`config.mk`:
```
export PLATFORM = sky130hd
export DESIGN_NAME = mult_share_arbiter
export DESIGN_NICKNAME = d
export VERILOG_FILES = /design/src/rtl/mult_share_arbiter.sv
export SDC_FILE = /design/constraint.sdc
export NUM_CORES = 1
export LEC_CHECK = 0
export CAP_MARGIN = 10
export CORE_AREA = 2 2 106 108
export DETAILED_ROUTE_END_ITERATION = 10
export DIE_AREA = 0 0 108 110
export PLACE_DENSITY = 0.73
export SYNTH_ARGS = -nofsm -noshare
export SYNTH_HDL_FRONTEND = slang
export SYNTH_HIERARCHICAL = 1
export SYNTH_SLANG_ARGS = --single-unit
export TNS_END_PERCENT = 20
```
`constraint.sdc`:
```
create_clock -name clk -period 4 [get_ports clk]
set_clock_uncertainty 0.05 [all_clocks]
set_input_delay 0.8 -clock clk [delete_from_list [all_inputs] [get_ports clk]]
set_output_delay 0.8 -clock clk [all_outputs]
set_load 0.1 [all_outputs]
```
`src/rtl/mult_share_arbiter.sv`:
```
// mult_share_arbiter: round-robin sharing of one combinational signed multiplier
// among N_REQ requesters, with operand capture, registered product and one-hot ack.

// Combinational full-precision signed multiplier shared by all requesters
module multb #(
   parameter int unsigned WIDTH = 8
) (
   input  logic signed [WIDTH-1:0]   a,
   input  logic signed [WIDTH-1:0]   b,
   output logic signed [2*WIDTH-1:0] p
);

   localparam int unsigned PW = 2 * WIDTH;

   // Sign-extend both operands to product width so the product is exact
   always_comb begin
      p = PW'(a) * PW'(b);
   end

endmodule

module mult_share_arbiter #(
   parameter int unsigned N_REQ = 4,
   parameter int unsigned WIDTH = 8
) (
   input  logic                        clk,
   input  logic                        rst,
   input  logic [N_REQ-1:0]            req,
   input  logic [N_REQ*WIDTH-1:0]      a_bus,
   input  logic [N_REQ*WIDTH-1:0]      b_bus,
   output logic [N_REQ-1:0]            gnt,
   output logic                        busy,
   output logic [N_REQ-1:0]            ack,
   output logic                        res_valid,
   output logic [$clog2(N_REQ)-1:0]    res_id,
   output logic signed [2*WIDTH-1:0]   result
);

   localparam int unsigned ID_W = $clog2(N_REQ);
   localparam int unsigned PW   = 2 * WIDTH;

   typedef enum logic [1:0] {
      IDLE = 2'd0,
      MULT = 2'd1,
      DONE = 2'd2
   } state_t;

   state_t                  state;
   logic [ID_W-1:0]         last;
   logic [ID_W-1:0]         owner;
   logic signed [WIDTH-1:0] op_a;
   logic signed [WIDTH-1:0] op_b;
   logic signed [PW-1:0]    prod;

   logic signed [WIDTH-1:0] a_arr [N_REQ];
   logic signed [WIDTH-1:0] b_arr [N_REQ];

   logic                    win_found;
   logic [ID_W-1:0]         win_idx;
   logic [ID_W-1:0]         cand;

   // Unpack the flat operand buses into per-requester words
   always_comb begin
      for (int unsigned i = 0; i < N_REQ; i++) begin
         a_arr[i] = a_bus[i*WIDTH +: WIDTH];
         b_arr[i] = b_bus[i*WIDTH +: WIDTH];
      end
   end

   // Round-robin pick: first pending request after the last served slot
   always_comb begin
      win_found = 1'b0;
      win_idx   = '0;
      cand      = '0;
      for (int unsigned k = 1; k <= N_REQ; k++) begin
         cand = ID_W'((32'(last) + k) % N_REQ);
         if (!win_found && req[cand]) begin
            win_found = 1'b1;
            win_idx   = cand;
         end
      end
   end

   multb #(
      .WIDTH (WIDTH)
   ) u_multb (
      .a (op_a),
      .b (op_b),
      .p (prod)
   );

   // Operation sequencer: capture in IDLE, register product in MULT, retire in DONE
   always_ff @(posedge clk) begin
      if (rst) begin
         state     <= IDLE;
         last      <= ID_W'(N_REQ - 1);
         owner     <= '0;
         op_a      <= '0;
         op_b      <= '0;
         gnt       <= '0;
         busy      <= 1'b0;
         ack       <= '0;
         res_valid <= 1'b0;
         res_id    <= '0;
         result    <= '0;
      end else begin
         case (state)
            IDLE: begin
               if (win_found) begin
                  op_a  <= a_arr[win_idx];
                  op_b  <= b_arr[win_idx];
                  owner <= win_idx;
                  gnt   <= N_REQ'(1) << win_idx;
                  busy  <= 1'b1;
                  state <= MULT;
               end
            end
            MULT: begin
               result    <= prod;
               ack       <= N_REQ'(1) << owner;
               res_valid <= 1'b1;
               res_id    <= owner;
               state     <= DONE;
            end
            DONE: begin
               ack       <= '0;
               res_valid <= 1'b0;
               gnt       <= '0;
               busy      <= 1'b0;
               last      <= owner;
               state     <= IDLE;
            end
            default: begin
               state <= IDLE;
            end
         endcase
      end
   end

endmodule

```
Yosys cells after proc, flatten, opt, wreduce, memory -nomap -nowiden
Cells that the tools add are included.
{ "word_totals": {"ff_bits": 50, "latch_bits": 0, "elab_cells": 68, "out_inout_bits": 28, "ramBits": 0, "romBits": 0, "n_memories": 0, "input_bits": 70} }
{ "classes": {"reduce_logical": 11, "eq_ne": 3, "bitwise_logic": 1, "n_lt_le_gt_ge": 5, "shift": 2, "add_sub_neg": 4, "muxes": 30, "multipliers": 1, "div_mod_pow": 0} }
{ "op_table": {"columns": ["operator", "n"], "rows": [
  ["$bmux W8 S2", 2],
  ["$mux W8", 4],
  ["$mul A8 B8 Y16", 1],
  ["$pmux W4 S2", 2],
  ["$lt A2 B3 Y1 const B", 4],
  ["$mux W2", 5],
  ["$mux W1", 9],
  ["$bmux W1 S2", 4],
  ["$shl A1 B2 Y4 const A", 2],
  ["$add A2 B1 Y2 const B", 2],
  ["$add A2 B2 Y2 const B", 2],
  ["$mux W4", 1],
  ["$pmux W1 S2", 2],
  ["$pmux W2 S2", 1],
  ["$reduce_and A2 Y1", 2],
  ["$reduce_bool A2 Y1", 2],
  ["$ge A3 B3 Y1 const B", 1],
  ["$logic_and A1 B1 Y1", 3],
  ["$logic_not A1 Y1", 3],
  ["$not A2 Y3", 1],
  ["$eq A2 B1 Y1 const B", 1],
  ["$eq A2 B2 Y1 const B", 1],
  ["$logic_not A2 Y1", 1],
  ["$ne A2 B2 Y1 const B", 1]
]} }

Longest topological paths before layout
Gate-level depths: netlist (run 1).
{ "depth": {"depth_word": 17, "ltp_mapped": 19, "mapped_depth_nobuf": 19} }

By module
The synthesis (run 1) kept the hierarchy.
{ "by_module_without_submodules": {"columns": ["module", "cells_each", "n_inst", "seq_area_each_um2", "area_each_um2"], "rows": [
  ["multb", 287, 1, 0.0, 2522.4],
  ["mult_share_arbiter", 255, 1, 1001.0, 2494.9]
]} }

Least setup slack after synthesis (run 1)
No wires, ideal clock.
{ "synth_path": {"path_kind": "register -> register", "start": "register op_b[7]", "end": "register result[11]", "n_path_buf": 0, "slack_ns": -0.302, "t_required_ns": 3.883, "arrival_time_ns": 4.185, "stages_incl_launch_ff": 17, "period_less_slack_ns": 4.302, "setup_ns": 0.067, "cell_sequence": "dfxtp_1 > nand2b_1 > fa_1 > fa_1 > inv_1 > fa_1 > inv_1 > fa_1 > inv_1 > ha_1 > a21o_1 > a21oi_2 > a21boi_1 > or4_1 > nand3_1 > mux2i_1 > nor2_1"} }
{ "synth_between": {"elab_chain_len": 1} }
{ "synth_rtl": {"columns": ["item", "line_no", "rtl"], "rows": [
  ["start: declaration", "52", "logic signed [WIDTH-1:0] op_b;"],
  ["start signal: assignment", "111", "op_b <= b_arr[win_idx];"],
  ["$mul A8 B8 Y16", "17", "p = PW'(a) * PW'(b);"],
  ["via prod[11]", "53", "logic signed [PW-1:0] prod;"],
  ["end signal: assignment", "119", "result <= prod;"],
  ["end: declaration", "36", "output logic signed [2*WIDTH-1:0] result"]
]} }
The timed path passes the listed nets, and every way through them passes these cells.
A chain may end at the register's enable or synchronous reset.

Final worst setup path (run 1)
{ "layout_path": {"start": "register op_a[5]", "end": "register result[10]"} }
{ "layout_between": {"elab_chain_len": 1} }
{ "layout_rtl": {"columns": ["item", "line_no", "rtl"], "rows": [
  ["start: declaration", "51", "logic signed [WIDTH-1:0] op_a;"],
  ["start signal: assignment", "110", "op_a <= a_arr[win_idx];"],
  ["$mul A8 B8 Y16", "17", null],
  ["via prod[10]", "53", null]
]} }
The timed path passes the listed nets, and every way through them passes these cells.

==> results of run 1 <==
[worst paths after layout]
kind | startpoint | endpoint | slack (ns) | cells past startpoint
max reg2reg | op_a[5]$_SDFFE_PP0P_ | result[10]$_SDFFE_PP0N_ | -0.24 | 17
min | gnt[1]$_SDFFE_PP0P_ | gnt[1]$_SDFFE_PP0P_ | 0.42 | 2
min reg2reg | gnt[1]$_SDFFE_PP0P_ | gnt[1]$_SDFFE_PP0P_ | 0.42 | 2
max | op_a[5]$_SDFFE_PP0P_ | result[10]$_SDFFE_PP0N_ | -0.24 | 17
[synth_stat cells (all sizes together), types with 6 or more instances]
master and number:
inv 86, fa 55, dfxtp 50, mux2i 47
and2 45, nor2 41, nand2 36, ha 34
a21oi 18, o21ai 12, nor2b 11, xnor2 11
buf 10, o221ai 10, nand2b 7, o31a 7
clkbuf 6, o211ai 6
[timing repair]
| item | in CTS | in global routing |
|---|---|---|
| endpoints found under the setup margin | 7 | 8 |
| buffers inserted | 0 | 0 |
| pin swaps | 1 | 1 |
| resized for setup | 11 | 5 |
[layout make-up]
| class | instances | area, um^2 | share of cell area (%) |
|---|---|---|---|
| multi-input combinational | 390 | 3670 | 55.5 |
| clock inverter | 3 | 28.8 | 0.435 |
| inverter | 86 | 323 | 4.88 |
| timing repair buffer | 145 | 1330 | 20.1 |
| sequential | 50 | 1020 | 15.4 |
| tap | 140 | 175 | 2.65 |
| clock buffer | 5 | 68.8 | 1.04 |
[layer usage]
layer  global-route usage (%)  up-vias  share of wire, %
met5                        0        -                 0
met4                     2.84        0               1.0
met3                     4.00       12               4.4
met2                     35.9       85                51
met1                     24.5     1964                44
li1                         -     2048                 -
[report_power, final]
group / switching (W) / leakage, nW / internal [W]
combinational: 0.000799 / 2.51 / 0.000614
sequential: 0.0000597 / 0.414 / 0.000567
clock: 0.000205 / 0.0506 / 0.000132
[critical path, cell delays in order (launching register included)]
cell,delay [ns]
dfxtp_2,0.38
buf_4,0.14
and2_1,0.15
ha_1,0.31
fa_1,0.50
inv_1,0.05
fa_1,0.47
fa_1,0.55
inv_1,0.05
ha_1,0.30
nor2b_2,0.16
o31a_1,0.29
buf_4,0.15
o21a_1,0.16
nor2_1,0.11
xnor2_1,0.12
mux2i_1,0.09
nor2_1,0.13
[through the flow]
| stage | power [W] | hold slack (ns) | std cells |
|---|---|---|---|
| 2_1_floorplan | 0.00160 | 0.410 | 542 |
| 3_3_place_gp | 0.00200 | 0.396 | 811 |
| 3_5_place_dp | 0.00204 | 0.404 | 811 |
| 4_1_cts | 0.00239 | 0.425 | 819 |
| 5_1_grt | 0.00257 | 0.442 | 819 |
| 6_report | 0.00238 | 0.421 | 819 |
[sequential cells by signal, summed over array words and instances (netlist names)]
name       flops
state          2
res_id         2
res_valid      1
result        16
last           2
op_a           8
ack            4
busy           1
owner          2
op_b           8
gnt            4
[logic make-up (layout without fill, tap and decap cells)]
group / Yosys count / count (layout) / share of synthesized area, %
and+or+nand+nor: 169 / 169 / 18.3
buffers and inverters: 102 / 239 / 8.13
adders and majority gates: 89 / 89 / 30.4
AOI/OAI and AO/OA: 70 / 70 / 11.2
DFF: 50 / 50 / 20.0
muxes: 48 / 48 / 9.60
xor gates and xnor gates: 14 / 14 / 2.44
==> metrics.md, run 1 <==
| Metric | Value |
|---|---|
| Status | complete, but fails checks |
| Failing checks | setup timing |
| CTS Sinks | 50 |
| Global route overflow | 0 |
| Worst setup EP type | flop |
| CTS tree | built |
| Sequential fraction of the synthesis area | between 10% and 20% |
| Largest area contributor in the netlist | fa_1 |
| Slew @ Worst Pin | 1.07 ns |
| Commonest non-fill, non-tap cells in the layout | clkdlybuf4s50_1, inv_1, fa_1 |
| Largest net degree at the start of global routing | 38 |
| Register bit count reported by yosys | 50 |
| Routed Antenna Nets | 0 |
| Syn avg cell area | 9.26 um^2 |
| Max-cap violations | 0 |
| Row count | 38 |
| Total GRT Usage | 19.7% |
| Fin util | roughly three fifths |
| Warnings, synthesis | 6 |
| CP Launch Type | flop |
| Post-synth top area share | ~22% |
| Layout area overhead | 31.8% |
| Design Area, Final | ~0.0066 mm^2 |
| Final WS setup | -0.237 ns |
| Commonest non-fill, non-tap cell in the layout | clkdlybuf4s50_1 |
| Worst Hold Class | reg2reg |
| Dominant synthesized flop cell | dfxtp_1 |
| Placer Congestion | between 0.8 and 0.9 |
| Mapped Area | 0.00502 mm^2 |
| Starting Density | between 40% and 50% |
| Wire length per cell | 13.6 um |
| H-tree Lvls | 2 |
| Wirelength, routed | about 11 mm |
| Die area | 0.0119 mm^2 |
| DR vias | just over 4k |
| Peak Freq | 236 MHz |
| Vias in the first global route | about 4.3k |
| Initial antenna violation count | 0 |
| Setup violators final | 6 |
| Final Hold Viols | 0 |
| Slew HR | about 29% |
| Post-CTS Hold Buffers | 0 |
| Clock Tree Root | clkbuf_8 |
| Clk slew on worst S/H paths | ~0.12 ns |
| First-pass GRT wire length | between 15 and 20 mm |
| Crit-path max FO | 8 |
| Top Ports | 98 |
| Core ar. | 0.0107 mm^2 |
| Worst-Skew Late Latency | between 0.3 and 0.4 ns |
| Setup Total Neg Slack | -1.11 ns |
| Critical path data arrival time | 4.44 ns |
| First drt pass iteration count | 4 |
| FFs w/ async S/R, synth | 0% |
| Antenna diodes | 0 |
| Die W | between 100 and 150 um |
| Post-layout min period | roughly 4.2 ns |
| PD cells | around 360 mW/mm^2 |
| Die height | 110 um |
| Post-DP HPWL | around 9.5 mm |
| Max Slew Vio Count | 0 |
| # fillers | ~930 |
| Worst EP required | 4.20 ns |
| CTS max path bufs | 2 |
| RSZ-0062 raised after global routing | true |
| VDD IR max | slightly below 0.3 mV |
| Place WS | -0.302 ns |
| Leakage power | roughly 3.0 nW |
| Fin nets | approximately 840 |
| Vias per cell | about 5.0 |
| 1st-iter DRT viols | ~130 |
| Post-route clock period utilization | 106% |
| Cell Area, Placed | ~0.0065 mm^2 |
| Worst Path Class, Setup | reg2reg |
| Share of cells above drive strength 1 | between 10% and 20% |
| PortBufs | 97 |
| Top cells by area, synth | fa_1, dfxtp_1, mux2i_1 |
| EDFF count, synth | 0 |
| Num CTS Buffers | 5 |
| Synth unique cells | 55 |
| Post-synthesis cell count | roughly 540 |
| Mapped Nets | 701 |
| Drc violations | 0 |
(Power assumes the default switching activity.)
==> run 2, diff against run 1 <==
--- a/config.mk
+++ b/config.mk
@@ -6,9 +6,9 @@
 export NUM_CORES = 1
 export LEC_CHECK = 0
 export CAP_MARGIN = 10
-export CORE_AREA = 2 2 106 108
+export CORE_AREA = 2 2 81 141
 export DETAILED_ROUTE_END_ITERATION = 10
-export DIE_AREA = 0 0 108 110
+export DIE_AREA = 0 0 83 143
 export PLACE_DENSITY = 0.73
 export SYNTH_ARGS = -nofsm -noshare
 export SYNTH_HDL_FRONTEND = slang
==> metrics.md, run 2 (synthesis results as in run 1) <==
| Metric | Value |
|---|---|
| Crit path cell chain | and2_4 > fa_1 > inv_1 > fa_1 > inv_2 > fa_1 > inv_1 > fa_1 > inv_2 > ha_4 > a21o_1 > a21oi_2 > a21boi_2 > or4_1 > nand3_1 > mux2i_1 > nor2_1 (was buf_4 > and2_1 > ha_1 > fa_1 > inv_1 > fa_1 > fa_1 > inv_1 > ha_1 > nor2b_2 > o31a_1 > buf_4 > o21a_1 > nor2_1 > xnor2_1 > mux2i_1 > nor2_1) |
| Flop2flop setup slack | -0.23 ns (was -0.24 ns) |
| Global route overflow | 0 (unchanged) |
| Drc violations | 0 (unchanged) |
| CP max stage delay | 0.53 ns (was 0.55 ns) |
| Total GRT Usage | 20.3% (was 19.7%) |
| Die height | 143 um (was 110 um) |
| Overall power | 0.00255 W (was 0.00238 W) |
| Fin nets | 840 (was 837) |
| Starting Density | 46.9% (unchanged) |
| CP Launch Type | flop (unchanged) |
| Worst R2R Start | op_a[3]$_SDFFE_PP0P_ (was op_a[5]$_SDFFE_PP0P_) |
| Worst Path Class, Setup | reg2reg (unchanged) |
| CTS tree | built (unchanged) |
| Num CTS Buffers | 5 (unchanged) |
| Slew HR | 26.9% (was 28.5%) |
| Largest Register | result (unchanged) |
| RSZ-0062 raised after global routing | true (unchanged) |
| Post-route clock period utilization | 106% (about the same) |
| Final Hold Viols | 0 (unchanged) |
| Post-DP HPWL | 10.0 mm (was 9.51 mm) |
| Worst EP required | 4.19 ns (was 4.20 ns) |
| Hold Startpoint | gnt[1]$_SDFFE_PP0P_ (unchanged) |
| Top Ports | 98 (unchanged) |
| CTS Sinks | 50 (unchanged) |
| Share of cells above drive strength 1 | 15.7% (was 14.6%) |
| 1st-iter DRT viols | 84 (was 128) |
| Layout area overhead | 33.4% (was 31.8%) |
| Failing checks | setup timing (unchanged) |
| Die W | 83 um (was 108 um) |
| Placer Congestion | 0.836 (was 0.865) |
| Vias per cell | 5.12 (was 5.02) |
| Max-cap violations | 0 (unchanged) |
| Switching Power | 0.00110 W (was 0.00106 W) |
| Cell family with most CP delay | adder cells (unchanged) |
| Initial antenna violation count | 0 (unchanged) |
| Clk slew on worst S/H paths | 0.07 ns (was 0.12 ns) |
| Switching share of power | 43.3% (was 44.8%) |
| Critical path data arrival time | 4.42 ns (was 4.44 ns) |
| Place WS | -0.324 ns (was -0.302 ns) |
| Peak Freq | 236 MHz (about the same) |
| Combinational power share | 57.2% (was 59.5%) |
| Clock Tree Root | clkbuf_16 (was clkbuf_8) |
| Largest registers | result x16, op_a x8, op_b x8 (unchanged) |
| First-pass GRT wire length | 19.9 mm (was 19.1 mm) |
| Post-CTS Hold Buffers | 0 (unchanged) |
| Cell mode on critical path | fa_1 (unchanged) |
| Crit. Startpoint | op_a[3]$_SDFFE_PP0P_ (was op_a[5]$_SDFFE_PP0P_) |
| Final WS setup | -0.233 ns (was -0.237 ns) |
| Row count | 50 (was 38) |
| Max Slew Vio Count | 0 (unchanged) |
| Worst-Skew Late Latency | 0.30 ns (was 0.32 ns) |
| Crit-path slowest cell | fa_1 (unchanged) |
| Worst setup EP type | flop (unchanged) |
| Flop pwr share | 24.8% (was 26.4%) |
| Commonest non-fill, non-tap cells in the layout | clkdlybuf4s50_1, inv_1, fa_1 (unchanged) |
| Die area | 0.0119 mm^2 (about the same) |
| Wire length per cell | 14.6 um (was 13.6 um) |
| Post-layout min period | 4.23 ns (was 4.24 ns) |
| Setup violators final | 6 (unchanged) |
| Leakage power | 3.02 nW (was 2.98 nW) |
| VDD IR max | 0.342 mV (was 0.289 mV) |
| CTS max path bufs | 2 (unchanged) |
| Core ar. | 0.0107 mm^2 (unchanged) |
| Vias in the first global route | 4,462 (was 4,279) |
| Antenna diodes | 0 (unchanged) |
| Pint | 0.00144 W (was 0.00131 W) |
| # fillers | 887 (was 933) |
| Routed Antenna Nets | 0 (unchanged) |
| Largest register FFs | 16 (unchanged) |
| Crit-path max FO | 6 (was 8) |
| Slew @ Worst Pin | 1.10 ns (was 1.07 ns) |
| Wirelength, routed | 11.9 mm (was 11.2 mm) |
| H-tree Lvls | 2 (unchanged) |
| Largest net degree at the start of global routing | 38 (unchanged) |
| Commonest non-fill, non-tap cell in the layout | clkdlybuf4s50_1 (unchanged) |
| Worst Hold Class | reg2reg (unchanged) |
| First drt pass iteration count | 4 (unchanged) |
| PortBufs | 97 (unchanged) |
| DR vias | 4,160 (was 4,109) |
| Clk pwr share | 18.0% (was 14.2%) |
| Number of buffers and inverters on the critical path | 4 (unchanged) |
| PD cells | 380 mW/mm^2 (was 359 mW/mm^2) |
| Status | complete, but fails checks (unchanged) |
run 2: power groups by stage:
stage / logic, W / registers [W] / clock network [W]
CTS: 0.00146 / 0.000631 / 0.000468
floorplan: 0.000731 / 0.000872 / 0
detailed placement: 0.00143 / 0.000641 / 0
global placement: 0.00139 / 0.000638 / 0
global route: 0.00160 / 0.000641 / 0.000486
finish: 0.00146 / 0.000632 / 0.000459
run 2: path summary, 6_finish.rpt:
kind | depth (start not counted) | to
worst max-delay path | 17 | result[11]$_SDFFE_PP0N_
worst min-delay path | 2 | gnt[1]$_SDFFE_PP0P_
worst max register to register | 17 | result[11]$_SDFFE_PP0N_
worst min register to register | 2 | gnt[1]$_SDFFE_PP0P_
run 2: metrics by stage:
stage	hold slack [ns]	utilization, %	std cells	TNS (ns)	cell area [um^2]
after global routing	0.448	62.6	812	-2.47	6700
after CTS	0.418	62.3	812	-1.17	6660
after global placement	0.396	60.4	802	-1.39	6460
final	0.410	62.6	812	-1.12	6700
after detailed placement	0.402	60.4	802	-1.81	6460
after floorplan	0.410	-	542	-0.231	5040
run 2: worst reg2reg max path, stage by stage, from the launching register on:
cell	delay, ns
dfxtp_4	0.37
and2_4	0.15
fa_1	0.53
inv_1	0.05
fa_1	0.50
inv_2	0.05
fa_1	0.53
inv_1	0.05
fa_1	0.49
inv_2	0.04
ha_4	0.22
a21o_1	0.17
a21oi_2	0.21
a21boi_2	0.08
or4_1	0.41
nand3_1	0.10
mux2i_1	0.07
nor2_1	0.11
run 2: area by class of cell:
| type | count | area, um^2 | share of cell area (%) |
|---|---|---|---|
| multi-input cells | 390 | 3680 | 55.0 |
| clock inverters | 3 | 26.3 | 0.392 |
| flip-flops and latches | 50 | 1020 | 15.3 |
| inverters | 86 | 323 | 4.82 |
| repair buffers | 148 | 1350 | 20.2 |
| well taps | 130 | 163 | 2.43 |
| clock buffers | 5 | 125 | 1.87 |
run 2: routing by layer:
metal	track usage (%)	up-vias	wire [um]
met1	20.2	2001	4320
met5	0	-	0
li1	-	2052	-
met3	2.02	13	312
met4	6.56	0	203
met2	42.6	94	7020
run 2: repair_timing:
action,4_1_cts,5_1_grt
hold endpoints to repair,0,0
pin swaps,6,3
gates resized for setup,14,8
setup buffers,2,0
setup endpoints to repair,8,8
